File: src/rtl/a4092_pkg.sv
// Shared definitions for the A4092 Zorro III slave logic: cycle-termination
// state encoding, DTACK request source indices and the default watchdog limit.
package a4092_pkg;

    localparam int unsigned TIMEOUT_DEFAULT = 64;

    typedef logic [2:0] state_t;

    localparam state_t ST_IDLE     = 3'd0;
    localparam state_t ST_WAIT_DS  = 3'd1;
    localparam state_t ST_WAIT_ACK = 3'd2;
    localparam state_t ST_ACK      = 3'd3;
    localparam state_t ST_RELEASE  = 3'd4;

    localparam int unsigned SRC_SCSI = 0;
    localparam int unsigned SRC_AC   = 1;
    localparam int unsigned SRC_ROM  = 2;
    localparam int unsigned NUM_SRC  = 3;

endpackage

File: src/rtl/cycle_watchdog.sv
// 8-bit saturating cycle counter with synchronous clear and a terminal-count
// flag that fires when the count reaches TIMEOUT-1.
module cycle_watchdog
    import a4092_pkg::*;
#(
    parameter int unsigned TIMEOUT = TIMEOUT_DEFAULT
) (
    input  logic CLK,
    input  logic RESET_n,
    input  logic clr,
    input  logic en,
    output logic terminal
);

    localparam logic [7:0] TERM_COUNT = 8'(TIMEOUT - 1);

    logic [7:0] count_q, count_d;

    always_comb begin
        count_d = count_q;
        if (clr) begin
            count_d = 8'd0;
        end else if (en && (count_q != 8'hFF)) begin
            count_d = count_q + 8'd1;
        end
    end

    always_ff @(posedge CLK) begin
        if (!RESET_n) begin
            count_q <= 8'd0;
        end else begin
            count_q <= count_d;
        end
    end

    assign terminal = (count_q == TERM_COUNT);

endmodule

File: src/rtl/z3_cycle_term.sv
// Zorro III slave-cycle termination: merges region DTACK requests into the
// bus-facing DTACK_n/DOE handshake, with release, abort and watchdog timeout.
module z3_cycle_term
    import a4092_pkg::*;
#(
    parameter int unsigned TIMEOUT = TIMEOUT_DEFAULT
) (
    input  logic       CLK,
    input  logic       RESET_n,
    input  logic       FCS_n,
    input  logic [3:0] DS_n,
    input  logic       READ,
    input  logic       slave_cycle,
    input  logic       scsi_dtack,
    input  logic       ac_dtack,
    input  logic       rom_dtack,
    input  logic       err_clr,
    output logic       DTACK_n,
    output logic       dtack_oe,
    output logic       DOE,
    output logic       cycle_active,
    output logic       timeout_err
);

    logic [NUM_SRC-1:0] dtack_req;
    logic               ack;
    logic               ds_any;

    state_t state_q, state_d;
    logic   timeout_hit;
    logic   wd_clr, wd_en, wd_terminal;

    logic dtack_n_q, dtack_n_d;
    logic dtack_oe_q, dtack_oe_d;
    logic doe_q, doe_d;
    logic cycle_active_q, cycle_active_d;
    logic timeout_err_q, timeout_err_d;

    always_comb begin
        dtack_req           = '0;
        dtack_req[SRC_SCSI] = scsi_dtack;
        dtack_req[SRC_AC]   = ac_dtack;
        dtack_req[SRC_ROM]  = rom_dtack;
    end

    assign ack    = |dtack_req;
    assign ds_any = ~&DS_n;

    // FCS_n high always wins: an abort beats both ack and the watchdog.
    always_comb begin
        state_d     = state_q;
        timeout_hit = 1'b0;
        case (state_q)
            ST_IDLE: begin
                if (!FCS_n && slave_cycle) state_d = ST_WAIT_DS;
            end
            ST_WAIT_DS: begin
                if (FCS_n)       state_d = ST_RELEASE;
                else if (ds_any) state_d = ST_WAIT_ACK;
            end
            ST_WAIT_ACK: begin
                if (FCS_n) begin
                    state_d = ST_RELEASE;
                end else if (ack) begin
                    state_d = ST_ACK;
                end else if (wd_terminal) begin
                    state_d     = ST_ACK;
                    timeout_hit = 1'b1;
                end
            end
            ST_ACK: begin
                if (FCS_n) state_d = ST_RELEASE;
            end
            ST_RELEASE: begin
                state_d = ST_IDLE;
            end
            default: begin
                state_d = ST_IDLE;
            end
        endcase
    end

    assign wd_clr = (state_d == ST_WAIT_ACK) && (state_q != ST_WAIT_ACK);
    assign wd_en  = (state_q == ST_WAIT_ACK);

    cycle_watchdog #(
        .TIMEOUT (TIMEOUT)
    ) u_watchdog (
        .CLK      (CLK),
        .RESET_n  (RESET_n),
        .clr      (wd_clr),
        .en       (wd_en),
        .terminal (wd_terminal)
    );

    // DTACK_n and the pad enable trail the state by one clock, so the bus sees
    // DTACK one cycle after ack and one driven-high cycle after release.
    always_comb begin
        dtack_n_d  = (state_q != ST_ACK);
        dtack_oe_d = (state_d == ST_WAIT_ACK) ||
                     (state_q inside {ST_WAIT_ACK, ST_ACK, ST_RELEASE});

        if ((state_q == ST_WAIT_DS) && (state_d == ST_WAIT_ACK)) begin
            doe_d = READ;
        end else if (state_d inside {ST_WAIT_ACK, ST_ACK}) begin
            doe_d = doe_q;
        end else begin
            doe_d = 1'b0;
        end

        cycle_active_d = (state_q == ST_IDLE) ? (state_d == ST_WAIT_DS) : 1'b1;

        if (timeout_hit)  timeout_err_d = 1'b1;
        else if (err_clr) timeout_err_d = 1'b0;
        else              timeout_err_d = timeout_err_q;
    end

    always_ff @(posedge CLK) begin
        if (!RESET_n) begin
            state_q        <= ST_IDLE;
            dtack_n_q      <= 1'b1;
            dtack_oe_q     <= 1'b0;
            doe_q          <= 1'b0;
            cycle_active_q <= 1'b0;
            timeout_err_q  <= 1'b0;
        end else begin
            state_q        <= state_d;
            dtack_n_q      <= dtack_n_d;
            dtack_oe_q     <= dtack_oe_d;
            doe_q          <= doe_d;
            cycle_active_q <= cycle_active_d;
            timeout_err_q  <= timeout_err_d;
        end
    end

    assign DTACK_n      = dtack_n_q;
    assign dtack_oe     = dtack_oe_q;
    assign DOE          = doe_q;
    assign cycle_active = cycle_active_q;
    assign timeout_err  = timeout_err_q;

endmodule

File: config.mk
export PLATFORM = sky130hd
export DESIGN_NAME = z3_cycle_term
export DESIGN_NICKNAME = d
export VERILOG_FILES = /design/src/rtl/a4092_pkg.sv /design/src/rtl/cycle_watchdog.sv /design/src/rtl/z3_cycle_term.sv
export SDC_FILE = /design/constraint.sdc
export NUM_CORES = 1
export LEC_CHECK = 0
export ABC_AREA = 1
export CAP_MARGIN = 10
export CORE_MARGIN = 4
export CORE_UTILIZATION = 44
export DETAILED_ROUTE_END_ITERATION = 10
export PLACE_DENSITY = 0.84
export RECOVER_POWER = 100
export SYNTH_ARGS = -nofsm -noshare
export SYNTH_HDL_FRONTEND = slang
export SYNTH_HIERARCHICAL = 1
export SYNTH_SLANG_ARGS = --single-unit
export TNS_END_PERCENT = 100
File: constraint.sdc
create_clock -name CLK -period 1.81 [get_ports CLK]
set_input_delay 0.362 -clock CLK [delete_from_list [all_inputs] [get_ports CLK]]
set_output_delay 0.362 -clock CLK [all_outputs]
set_load 0.05 [all_outputs]
==> results.py <==
metrics = {
    "detailed_routing": {
        "avgRoutedWirePerCell_um": 11.6,
        "ant_nets": 0,
        "vias": 913,
        "wl_um": 2090,
        "routed_via_density": 5.07,
        "wl_met3_um": 114,
        "dr.pass1.iters": 5,
        "dr_wl_met2_um": 1140,
        "route.detailed.drc": 0,
        "top_layer_used": "met4",
        "drtIter0Drc": 26,
        "wl_met1_um": 808,
    },
    "place": {
        "dpl_cell_area_um2": 1090,
        "port-buffer-count": 17,
        "pre_cts_ws_ns": -0.141,
        "place.gp.congestion": 0.901,
        "dp_hpwl_um": 1600,
        "place_inst": 172,
    },
    "finish": {
        "layout.cells.non_filler": 180,
        "fin_util_pct": 67.0,
        "nFillCells": 162,
        "seq_area_um2": 325,
        "diodes": 0,
        "design_area_um2": 1190,
        "nNetsFinal": 170,
        "multi_input_area_um2": 497,
        "synthToLayoutAreaGrowth_pct": 39.0,
        "final_layout_size_suffix_gt1_share_pct": 21.9,
    },
    "setup_path": {
        "cp_max_fo": 1,
        "max_stage_delay_ns": 0.79,
        "path_depth": 1,
        "crit_path_top_delay_cell": "clkdlybuf4s50_1",
        "crit_end": "cycle_active",
        "worst-path-buf-inv": 1,
        "path_cells": "clkdlybuf4s50_1",
        "r2r_end": "u_watchdog/count_q[7]",
        "end_kind": "output pin",
        "crit_type": "register to output pin",
        "r2r_start": "u_watchdog/count_q[1]",
        "r2r_cells": 14,
        "r2r_slack_ns": 0.17,
        "crit_path_start_kind": "register",
        "crit_start": "cycle_active",
        "worstPathArrival_ns": 1.38,
        "critPathTopFamily": "buffers and inverters",
        "critPathRequiredTime_ns": 1.45,
    },
    "sta": {
        "max_freq_ghz": 0.574,
        "report.final.setup_viol": 0,
        "final_hold_viol_count": 0,
        "slew_viol_final": 0,
        "tightest_slew_ns": 0.602,
        "slew_headroom_pct": 60.0,
        "min_period_over_period_pct": 96.3,
        "timing.final.ws_setup_ns": 0.0674,
        "clock_skew_ns": 0.00236,
        "period_needed_ns": 1.74,
    },
    "floorplan": {
        "rows": 15,
        "die_w_um": 52.2,
        "coreArea_um2": 1780,
        "io-pin-count": 18,
        "start_util_pct": 48.2,
        "die_y_um": 52.2,
        "dieArea_um2": 2720,
    },
    "clock_tree": {
        "htreeDepth": 1,
        "cts_buffer_depth": 2,
        "cts_root_buf": "clkbuf_4",
        "insertion_delay_ns": 0.28,
        "postCtsHoldBufs": 0,
        "cts.clk_slew.worst_paths_ns": 0.09,
        "cts_tree": "built",
        "clock-sinks": 16,
        "cts_buffers": 3,
    },
    "grt": {
        "grt_pass1_wl_um": 3280,
        "overflow": 0,
        "grt_max_degree": 12,
        "gr-usage-all-layers_pct": 16.0,
        "first_global_vias": 855,
        "antenna_found_initial": 0,
    },
    "hold_path": {
        "hp-class": "register to register",
    },
    "pwr": {
        "power_density_nw_per_um2": 573,
        "power_leakage_nw": 0.506,
        "peakVddDrop_mv": 0.367,
        "total_power_mw": 0.685,
    },
    "yosys": {
        "netlist_area_um2": 860,
        "synth_top_cell_by_area": "dfxtp_1",
        "synth_seq_cells": 16,
        "synth_fp_nets": 139,
        "postSynthCellCount": 125,
        "synth_top_cell_area_share_pct": 37.3,
        "yosys-top-cells-area": "dfxtp_1, nand2_1, inv_1",
        "synth-seq-area-share_pct": 37.3,
        "synth_area_per_cell_um2": 6.88,
        "synth_warnings": 6,
        "synth_cell_type_count": 24,
    },
    "outcome": {
        "status": "complete, no violations",
    },
    "job": {
        "maxCapViolations": 0,
    },
}
## registers in the layout, summed over array words and instances (netlist names)
name and count:
u_watchdog/count_q 8, state_q 3, DOE 1, DTACK_n 1, cycle_active 1, dtack_oe 1, timeout_err 1
## placed cells by master (no fill, tap or decap), types with 4 or more instances in the layout
master,n
nand2_1,22
inv_1,17
nor2_1,16
dfxtp_1,12
a21oi_1,12
nand3_1,11
clkdlybuf4s50_1,11
buf_4,10
clkbuf_1,4
dfxtp_2,4
## final cells by class
cell class                      count  area share (%)
Tap cell                           25            2.62
Sequential cell                    16            27.2
Multi-Input combinational cell     88            41.6
Timing Repair Buffer               28            19.4
Clock buffer                        4            3.04
Inverter                           19            6.18
## Yosys cell counts, drive strengths merged
master and n:
a21oi 14, nor3 4, nand2 23, dfxtp 16
nand3 14, xor2 1, nand4 3, o21bai 2
buf 2, o21ai 1, ha 1, nor4 1
nor2 21, inv 19, nor3b 1, nand3b 2
## layer usage
metal | global-route usage [%] | up-vias
met3 | 2.56 | 4
met1 | 16.3 | 418
met5 | 0 | -
met2 | 31.0 | 25
met4 | 7.66 | 0
li1 | - | 466
## per-stage QoR
stage	hold slack, ns	TNS, ns
3_5_place_dp	0.457	-0.618
6_report	0.467	0
4_1_cts	0.470	0
5_1_grt	0.535	-0.0198
3_3_place_gp	0.459	-0.0898
2_1_floorplan	0.438	0
## worst min path at each step
stage	startpoint	to	slack [ns]	cells past startpoint
after floorplan	state_q[0]	DTACK_n	0.44	1
after global placement	timeout_err	timeout_err	0.46	2
after detailed placement	timeout_err	timeout_err	0.46	2
after CTS	timeout_err	timeout_err	0.47	2
after global routing	timeout_err	timeout_err	0.54	2
final	timeout_err	timeout_err	0.47	2
## tightest hold or removal path, stage by stage, from the launching register on
cell	delay [ns]
dfxtp_1	0.32
nand2_1	0.06
a21oi_1	0.05
## report_power, final
| part | internal [mW] | switching, mW |
|---|---|---|
| clock | 0.122 | 0.105 |
| sequential | 0.358 | 0.00485 |
| combinational | 0.0468 | 0.0487 |
| total | 0.527 | 0.158 |
## kinds of logic after synthesis
logic type               after synthesis  share of synthesized area (%)
buffers and inverters                 21                           10.2
AO/OA/AOI/OAI                         17                           11.4
AND/OR/NAND/NOR                       69                           38.7
flip-flops                            16                           37.3
XOR/XNOR                               1                           1.02
adder cells (fa/ha/maj)                1                           1.46
## timing repair
item                                    CTS  global route
gates resized for setup                   1            16
pin swaps                                 1             5
endpoints found under the setup margin    8             8
setup buffers                             2             2
Power figures use the tool's default switching activity.
